==> config.mk <==
export PLATFORM = sky130hd
export DESIGN_NAME = clocked_video_stream_rx_flat
export DESIGN_NICKNAME = d
export VERILOG_FILES = /design/src/rtl/clocked_video_stream_rx_pkg.sv /design/src/rtl/clocked_video_stream_rx_if.sv /design/src/rtl/clocked_video_stream_rx_fifo.sv /design/src/rtl/clocked_video_stream_rx.sv /design/src/flat_wrapper.sv
export SDC_FILE = /design/constraint.sdc
export NUM_CORES = 1
export LEC_CHECK = 0
export BUFFER_PORTS_ARGS = -buffer_cell sky130_fd_sc_hd__buf_2
export CAP_MARGIN = 25
export CORE_MARGIN = 10
export CORE_UTILIZATION = 55
export DETAILED_ROUTE_END_ITERATION = 10
export GPL_ROUTABILITY_DRIVEN = 0
export PLACE_DENSITY = 0.8
export SETUP_SLACK_MARGIN = 0.3
export SLEW_MARGIN = 25
export SYNTH_ARGS = -nofsm -noshare
export SYNTH_HDL_FRONTEND = slang
export SYNTH_SLANG_ARGS = --single-unit
==> constraint.sdc <==
create_clock -name clk_clk -period 12.8 [get_ports clk_clk]
set_clock_uncertainty 0.15 [all_clocks]
set_input_delay 2.56 -clock clk_clk [delete_from_list [all_inputs] [get_ports clk_clk]]
set_output_delay 2.56 -clock clk_clk [all_outputs]
set_load 0.05 [all_outputs]
==> src/rtl/clocked_video_stream_rx_pkg.sv <==
// Shared types and default widths for the clocked-video stream receiver.
package clocked_video_stream_pkg;

    localparam int CVS_DATA_W = 32;
    localparam int CVS_DIM_W  = 12;

    typedef enum logic [1:0] {
        IDLE,
        ACTIVE,
        DROP,
        FLUSH
    } cvs_state_t;

    typedef struct packed {
        logic [CVS_DATA_W-1:0] data;
        logic                  sop;
        logic                  eop;
    } cvs_entry_t;

endpackage

==> src/rtl/clocked_video_stream_rx_if.sv <==
// Clocked-video input bundle plus the Avalon-ST video output bundle.
interface clocked_video_stream_rx_if #(
    parameter int DATA_W = 32
);
    logic [DATA_W-1:0] vid_data;
    logic              vid_datavalid;
    logic              vid_h_sync;
    logic              vid_v_sync;
    logic              st_ready;
    logic [DATA_W-1:0] st_data;
    logic              st_valid;
    logic              st_sop;
    logic              st_eop;

    // Video source and stream sink side
    modport master (
        output vid_data, vid_datavalid, vid_h_sync, vid_v_sync, st_ready,
        input  st_data, st_valid, st_sop, st_eop
    );

    // Receiver side
    modport slave (
        input  vid_data, vid_datavalid, vid_h_sync, vid_v_sync, st_ready,
        output st_data, st_valid, st_sop, st_eop
    );
endinterface

==> src/rtl/clocked_video_stream_rx_fifo.sv <==
// Single-clock first-word-fall-through FIFO; push and pop may coincide when full.
module clocked_video_stream_fifo #(
    parameter int DEPTH = 16,
    parameter int W     = 34
) (
    input  logic         clk_i,
    input  logic         rst_i,
    input  logic         push_i,
    input  logic [W-1:0] din_i,
    input  logic         pop_i,
    output logic [W-1:0] dout_o,
    output logic         full_o,
    output logic         empty_o
);
    localparam int AW = $clog2(DEPTH);

    logic [W-1:0]  mem_q [DEPTH];
    logic [AW-1:0] wr_ptr_q;
    logic [AW-1:0] rd_ptr_q;
    logic [AW:0]   count_q;
    logic          do_push;
    logic          do_pop;

    assign empty_o = (count_q == '0);
    assign full_o  = (count_q == (AW+1)'(DEPTH));
    assign do_pop  = pop_i && !empty_o;
    assign do_push = push_i && (!full_o || do_pop);
    assign dout_o  = mem_q[rd_ptr_q];

    // Pointer and occupancy bookkeeping
    always_ff @(posedge clk_i or posedge rst_i) begin
        if (rst_i) begin
            wr_ptr_q <= '0;
            rd_ptr_q <= '0;
            count_q  <= '0;
        end else begin
            if (do_push) wr_ptr_q <= wr_ptr_q + 1'b1;
            if (do_pop)  rd_ptr_q <= rd_ptr_q + 1'b1;
            case ({do_push, do_pop})
                2'b10:   count_q <= count_q + 1'b1;
                2'b01:   count_q <= count_q - 1'b1;
                default: count_q <= count_q;
            endcase
        end
    end

    // Storage array, data only
    always_ff @(posedge clk_i) begin
        if (do_push) mem_q[wr_ptr_q] <= din_i;
    end
endmodule

==> src/rtl/clocked_video_stream_rx.sv <==
// Clocked-video receiver: re-packetises pixels into an SOP/EOP stream and
// measures the active width/height of each frame.
module clocked_video_stream_rx
    import clocked_video_stream_pkg::*;
#(
    parameter int DATA_W     = CVS_DATA_W,
    parameter int FIFO_DEPTH = 16,
    parameter int DIM_W      = CVS_DIM_W
) (
    input  logic                     clk_clk,
    input  logic                     reset_reset,
    clocked_video_stream_rx_if.slave vid,
    output logic [DIM_W-1:0]         frame_width,
    output logic [DIM_W-1:0]         frame_height,
    output logic                     res_valid,
    output logic                     overflow,
    input  logic                     clear_overflow
);
    logic [DATA_W-1:0] data_q;
    logic dv_q, hs_q, vs_q, dv_qq, hs_qq, vs_qq;
    logic vs_rise, dv_fall, hs_rise;

    cvs_state_t state_q, state_d;
    logic sop_pend_q, sop_pend_d, stg_vld_q, stg_vld_d, stg_sop_q, stg_sop_d;
    logic [DATA_W-1:0] stg_data_q, stg_data_d;
    logic ovf_q, ovf_d, ovf_set;

    logic push, pop, fifo_full, fifo_empty, can_push;
    cvs_entry_t push_entry, pop_entry;

    logic [DIM_W-1:0] pix_cnt_q, pix_cnt_d, line_cnt_q, line_cnt_d, last_line_q, last_line_d;
    logic [DIM_W-1:0] width_q, width_d, height_q, height_d;
    logic res_vld_q, res_vld_d;

    function automatic logic [DIM_W-1:0] sat_inc(input logic [DIM_W-1:0] v);
        return (&v) ? v : v + 1'b1;
    endfunction

    assign vs_rise  = vs_q & ~vs_qq;
    assign dv_fall  = ~dv_q & dv_qq;
    assign hs_rise  = hs_q & ~hs_qq;
    assign pop      = ~fifo_empty & vid.st_ready;
    assign can_push = ~fifo_full | pop;

    // Register the video inputs, then keep a second copy for edge detection
    always_ff @(posedge clk_clk or posedge reset_reset) begin
        if (reset_reset) begin
            data_q <= '0;
            {dv_q, hs_q, vs_q, dv_qq, hs_qq, vs_qq} <= '0;
        end else begin
            data_q <= vid.vid_data;
            dv_q   <= vid.vid_datavalid;
            hs_q   <= vid.vid_h_sync;
            vs_q   <= vid.vid_v_sync;
            dv_qq  <= dv_q;
            hs_qq  <= hs_q;
            vs_qq  <= vs_q;
        end
    end

    // Packetiser state, one-pixel stage and sticky overflow
    always_ff @(posedge clk_clk or posedge reset_reset) begin
        if (reset_reset) begin
            state_q    <= IDLE;
            sop_pend_q <= 1'b0;
            stg_vld_q  <= 1'b0;
            stg_sop_q  <= 1'b0;
            stg_data_q <= '0;
            ovf_q      <= 1'b0;
        end else begin
            state_q    <= state_d;
            sop_pend_q <= sop_pend_d;
            stg_vld_q  <= stg_vld_d;
            stg_sop_q  <= stg_sop_d;
            stg_data_q <= stg_data_d;
            ovf_q      <= ovf_d;
        end
    end

    // Next-state logic: the stage is pushed when its successor arrives or the frame ends
    always_comb begin
        state_d    = state_q;
        sop_pend_d = sop_pend_q;
        stg_vld_d  = stg_vld_q;
        stg_sop_d  = stg_sop_q;
        stg_data_d = stg_data_q;
        ovf_set    = 1'b0;
        push       = 1'b0;
        push_entry = '{data: stg_data_q, sop: stg_sop_q, eop: 1'b0};
        case (state_q)
            IDLE: begin
                if (vs_rise) begin
                    state_d    = ACTIVE;
                    sop_pend_d = 1'b1;
                end
            end
            ACTIVE: begin
                if (vs_rise) begin
                    if (stg_vld_q && !can_push) begin
                        // No room for the closing pixel: hold it and close in FLUSH
                        state_d = FLUSH;
                        ovf_set = dv_q;
                    end else begin
                        push           = stg_vld_q;
                        push_entry.eop = 1'b1;
                        stg_vld_d      = dv_q;
                        stg_data_d     = dv_q ? data_q : stg_data_q;
                        stg_sop_d      = dv_q ? 1'b1 : stg_sop_q;
                        sop_pend_d     = ~dv_q;
                    end
                end else if (dv_q) begin
                    if (stg_vld_q && !can_push) begin
                        ovf_set = 1'b1;
                        state_d = DROP;
                    end else begin
                        push       = stg_vld_q;
                        stg_vld_d  = 1'b1;
                        stg_data_d = data_q;
                        stg_sop_d  = sop_pend_q;
                        sop_pend_d = 1'b0;
                    end
                end
            end
            DROP: begin
                if (vs_rise) state_d = FLUSH;
            end
            FLUSH: begin
                ovf_set = dv_q;
                if (can_push) begin
                    push           = 1'b1;
                    push_entry.eop = 1'b1;
                    stg_vld_d      = 1'b0;
                    state_d        = ACTIVE;
                    sop_pend_d     = 1'b1;
                end
            end
            default: state_d = IDLE;
        endcase
        ovf_d = ovf_set | (ovf_q & ~clear_overflow);
    end

    // Frame measurement registers
    always_ff @(posedge clk_clk or posedge reset_reset) begin
        if (reset_reset) begin
            pix_cnt_q   <= '0;
            line_cnt_q  <= '0;
            last_line_q <= '0;
            width_q     <= '0;
            height_q    <= '0;
            res_vld_q   <= 1'b0;
        end else begin
            pix_cnt_q   <= pix_cnt_d;
            line_cnt_q  <= line_cnt_d;
            last_line_q <= last_line_d;
            width_q     <= width_d;
            height_q    <= height_d;
            res_vld_q   <= res_vld_d;
        end
    end

    // Count pixels per line and lines per frame; latch them on each frame start
    always_comb begin
        pix_cnt_d   = pix_cnt_q;
        line_cnt_d  = line_cnt_q;
        last_line_d = last_line_q;
        width_d     = width_q;
        height_d    = height_q;
        res_vld_d   = res_vld_q;
        if (state_q != IDLE) begin
            if (dv_q) pix_cnt_d = sat_inc(pix_cnt_q);
            if (dv_fall) begin
                last_line_d = pix_cnt_q;
                line_cnt_d  = sat_inc(line_cnt_q);
                pix_cnt_d   = '0;
            end else if (hs_rise && !dv_q && !dv_qq) begin
                pix_cnt_d = '0;
            end
            if (vs_rise) begin
                if (line_cnt_d != '0) begin
                    width_d   = last_line_d;
                    height_d  = line_cnt_d;
                    res_vld_d = 1'b1;
                end
                line_cnt_d = '0;
                pix_cnt_d  = {{(DIM_W-1){1'b0}}, dv_q};
            end
        end
    end

    clocked_video_stream_fifo #(
        .DEPTH (FIFO_DEPTH),
        .W     ($bits(cvs_entry_t))
    ) u_fifo (
        .clk_i   (clk_clk),
        .rst_i   (reset_reset),
        .push_i  (push),
        .din_i   (push_entry),
        .pop_i   (pop),
        .dout_o  (pop_entry),
        .full_o  (fifo_full),
        .empty_o (fifo_empty)
    );

    assign vid.st_valid  = ~fifo_empty;
    assign vid.st_data   = fifo_empty ? '0 : pop_entry.data;
    assign vid.st_sop    = ~fifo_empty & pop_entry.sop;
    assign vid.st_eop    = ~fifo_empty & pop_entry.eop;
    assign frame_width   = width_q;
    assign frame_height  = height_q;
    assign res_valid     = res_vld_q;
    assign overflow      = ovf_q;
endmodule

==> src/flat_wrapper.sv <==
// flat-port wrapper written by rule: the top's interface ports become plain ports
module clocked_video_stream_rx_flat import clocked_video_stream_pkg::*;
#(
    parameter int DATA_W     = CVS_DATA_W,
    parameter int FIFO_DEPTH = 16,
    parameter int DIM_W      = CVS_DIM_W
)
  (clk_clk, reset_reset, frame_width, frame_height, res_valid, overflow, clear_overflow, vid_vid_data, vid_vid_datavalid, vid_vid_h_sync, vid_vid_v_sync, vid_st_ready, vid_st_data, vid_st_valid, vid_st_sop, vid_st_eop);
  clocked_video_stream_rx_if #(.DATA_W(DATA_W)) vid_i ();
  input  logic clk_clk;
  input  logic reset_reset;
  output logic [DIM_W-1:0] frame_width;
  output logic [DIM_W-1:0] frame_height;
  output logic res_valid;
  output logic overflow;
  input  logic clear_overflow;
  input wire logic [$bits(vid_i.vid_data)-1:0] vid_vid_data;
  input wire logic [$bits(vid_i.vid_datavalid)-1:0] vid_vid_datavalid;
  input wire logic [$bits(vid_i.vid_h_sync)-1:0] vid_vid_h_sync;
  input wire logic [$bits(vid_i.vid_v_sync)-1:0] vid_vid_v_sync;
  input wire logic [$bits(vid_i.st_ready)-1:0] vid_st_ready;
  output wire logic [$bits(vid_i.st_data)-1:0] vid_st_data;
  output wire logic [$bits(vid_i.st_valid)-1:0] vid_st_valid;
  output wire logic [$bits(vid_i.st_sop)-1:0] vid_st_sop;
  output wire logic [$bits(vid_i.st_eop)-1:0] vid_st_eop;
  assign vid_i.vid_data = vid_vid_data;
  assign vid_i.vid_datavalid = vid_vid_datavalid;
  assign vid_i.vid_h_sync = vid_vid_h_sync;
  assign vid_i.vid_v_sync = vid_vid_v_sync;
  assign vid_i.st_ready = vid_st_ready;
  assign vid_st_data = vid_i.st_data;
  assign vid_st_valid = vid_i.st_valid;
  assign vid_st_sop = vid_i.st_sop;
  assign vid_st_eop = vid_i.st_eop;
  clocked_video_stream_rx #(.DATA_W(DATA_W), .FIFO_DEPTH(FIFO_DEPTH), .DIM_W(DIM_W)) u_core (.clk_clk(clk_clk), .reset_reset(reset_reset), .vid(vid_i), .frame_width(frame_width), .frame_height(frame_height), .res_valid(res_valid), .overflow(overflow), .clear_overflow(clear_overflow));
endmodule
==> flow_metrics.py <==
metrics = {
    "status": {
        "status": "finished, final reports clean",
    },
    "placement": {
        "dpl.hpwl_mm": 32.2,
        "portBuffers": 99,
    },
    "yosys": {
        "synth-seq-cells": 694,
        "yosysTopAreaCell": "edfxtp_1",
        "ys.warnings.count": 0,
        "synth_edf_count": 544,
        "syn_avg_cell_area_um2": 20.4,
        "synth-seq-area-share_pct": 73.8,
        "syn_nets": 1387,
        "ys_top_cells_by_area": "edfxtp_1 60%, mux4_2 14%, dfrtp_1 14%, mux2_2 2.6%, and2_1 0.97%",
        "synth_area_um2": 27200,
        "syn_inst": 1333,
        "synthFlopType": "edfxtp_1",
        "synth.distinct_cells": 58,
        "yosys.area.top_type_share_pct": 60.0,
        "synthArstFlopShare_pct": 21.6,
    },
    "cts": {
        "cts_tree": "built",
        "clk_pin_slew_ns": 0.06,
        "cts_max_path_buffers": 3,
        "postCtsSetupRepairBufs": 0,
        "htree_num_levels": 3,
        "cts_buffers": 69,
        "clock-sinks": 694,
        "clk_latency_ns": 0.60,
        "cts-resized-gates": 0,
        "postCtsHoldBufs": 0,
        "clock_tree.root_cell": "clkbuf_16",
    },
    "sta": {
        "finalSetupTns_ns": 0,
        "maxClockFrequency_ghz": 0.149,
        "relSlewSlack_pct": 32.1,
        "holdWs_ns": 0.230,
        "hold_violations": 0,
        "rsz0062_at_grt": "false",
        "finalSetupViolCount": 0,
        "fin_crit_sh_pct": 52.5,
        "fin_crit_ns": 6.72,
        "tightestPinTransition_ns": 1.02,
        "drv_slew": 0,
    },
    "pwr": {
        "p_per_area_nw_per_um2": 251,
        "p_leak_nw": 10.7,
        "peakVddDrop_v": 0.000166,
    },
    "routing": {
        "drc": 0,
        "wl_per_cell_um": 28.1,
        "drt_first_pass_iters": 5,
        "vias": 13553,
        "drt_iter0_drc": 1591,
        "drt-total-wl_mm": 61.4,
        "viasPerCell": 6.19,
        "antenna_left": 0,
    },
    "setup_path": {
        "criticalPathCategory": "register to output port",
        "critPathLaunch": "u_core.u_fifo.rd_ptr_q[0]",
        "reg2regPathDepth": 12,
        "cp_max_fo": 44,
        "startpoint_type": "register",
        "path_buf_inv": 2,
        "slowest_stage": "dfrtp_4",
        "r2r_start": "u_core.u_fifo.count_q[1]",
        "rrSetupSlack_ns": 8.70,
        "cpMostUsedCell": "mux4_2",
        "cp_cell_sequence": "buf_4 -> mux4_2 -> mux4_2 -> and2_1 -> buf_2",
        "path_delay_family": "multiplexers",
        "worst_ep_required_time_ns": 10.09,
        "worstPathArrival_ns": 4.01,
        "reg2reg_to": "u_core.u_fifo.count_q[4]",
        "crit_cells": 5,
        "crit_path_end_kind": "output port",
        "max_stage_delay_ns": 1.04,
    },
    "grt": {
        "antenna_found_initial": 1,
        "groute.usage.overall_pct": 21.1,
        "grt_pass1_vias": 14371,
        "overflow": 0,
        "grt_pass1_wl_mm": 93.0,
        "grt_max_degree": 78,
    },
    "job": {
        "drv_cap": 0,
    },
    "final_layout": {
        "n_antenna_cell": 0,
        "drive_gt1_share_pct": 33.7,
        "syn_to_final_growth_pct": 13.2,
        "nFillCells": 3155,
        "most-common-layout-cells": "544 x edfxtp_1, 170 x mux4_2, 146 x dfrtp_1",
        "final_common_cell": "edfxtp_1",
        "final_nets": 1521,
    },
    "die": {
        "core.rowCount": 81,
        "dieWidth_um": 242,
        "die_area_um2": 58800,
        "io_pins": 100,
        "core_area_um2": 49000,
        "die_y_um": 242,
        "start_util_pct": 55.6,
    },
    "worst_hold_path": {
        "hold_path_class": "register to register",
        "holdPathEnd": "u_core.hs_qq",
        "min_path_cells": 0,
        "min-delay-start": "u_core.hs_q",
    },
}
## state kept, by name, summed over array words and instances, names as in the netlist, 5 cells and up
register               flops
u_core.data_q             32
u_core.frame_width        12
u_core.frame_height       12
u_core.stg_data_q         32
u_core.u_fifo.mem_q      544
u_core.pix_cnt_q          12
u_core.last_line_q        12
u_core.line_cnt_q         12
u_core.u_fifo.count_q      5
## report_power, final
group | internal, mW | total, mW | switching [mW]
Combinational | 0.959 | 2.35 | 1.39
Sequential | 3.02 | 3.42 | 0.409
Clock | 1.12 | 1.97 | 0.845
Total | 5.10 | 7.74 | 2.64
## cell type report
type	count	area (um^2)	area share, %
Sequential cell	694	20100	65.2
Multi-Input combinational cell	555	6880	22.3
Clock buffer	88	1870	6.08
Tap cell	664	831	2.70
Timing Repair Buffer	130	736	2.39
Clock inverter	40	323	1.05
Inverter	17	68.8	0.223
## how the worst max path moves through the flow
stage	to	slack [ns]
3_3_place_gp	vid_st_data[18]	6.44
2_1_floorplan	u_core.data_q[0]	6.05
6_report	vid_st_data[0]	6.08
4_1_cts	vid_st_data[0]	5.97
5_1_grt	vid_st_data[0]	5.78
3_5_place_dp	vid_st_data[10]	6.67
## synthesized netlist by cell type, types with 8 or more instances
| cell type | count |
|---|---|
| clkbuf_1 | 37 |
| buf_1 | 11 |
| mux4_2 | 170 |
| nand2_1 | 35 |
| a21oi_1 | 12 |
| buf_2 | 10 |
| nand3_1 | 13 |
| xor2_1 | 16 |
| xnor2_1 | 10 |
| ha_1 | 15 |
| and2_1 | 42 |
| nor3_1 | 10 |
| o21ai_0 | 26 |
| nor2_1 | 44 |
| edfxtp_1 | 544 |
| mux2_2 | 62 |
| inv_1 | 17 |
| mux2_4 | 16 |
| nand2b_1 | 8 |
| dfrtp_1 | 150 |
## stage by stage
step / setup WS, ns / instance area (um^2) / utilization (%) / power [mW] / instances
2_1_floorplan: 6.05 / 27200 / - / 5.09 / 1333
3_3_place_gp: 6.44 / 28600 / 58.4 / 5.70 / 2060
3_5_place_dp: 6.67 / 28600 / 58.4 / 5.79 / 2060
4_1_cts: 5.97 / 30800 / 62.9 / 7.79 / 2188
5_1_grt: 5.78 / 30800 / 62.9 / 8.05 / 2188
6_report: 6.08 / 30800 / 62.9 / 7.74 / 2188
## per-layer routing
| layer | up-vias | routed length (um) | GRT usage [%] |
|---|---|---|---|
| met5 | - | 13 | 0 |
| met4 | 2 | 1770 | 7.43 |
| met3 | 133 | 4880 | 4.95 |
| met2 | 691 | 31700 | 35.3 |
| met1 | 7109 | 23000 | 26.7 |
| li1 | 5618 | - | - |
## cell families (layout without fill, tap and decap cells)
logic type | after synthesis | after routing | share of synthesized area, %
buffers and inverters | 84 | 275 | 1.40
DFF | 694 | 694 | 73.8
adders and majority gates | 15 | 15 | 0.690
and+or+nand+nor | 186 | 186 | 3.63
muxes | 254 | 254 | 17.7
xor gates and xnor gates | 26 | 26 | 0.837
AOI/OAI and AO/OA | 74 | 74 | 1.90
No activity file was read; power rests on OpenSTA's default activity.
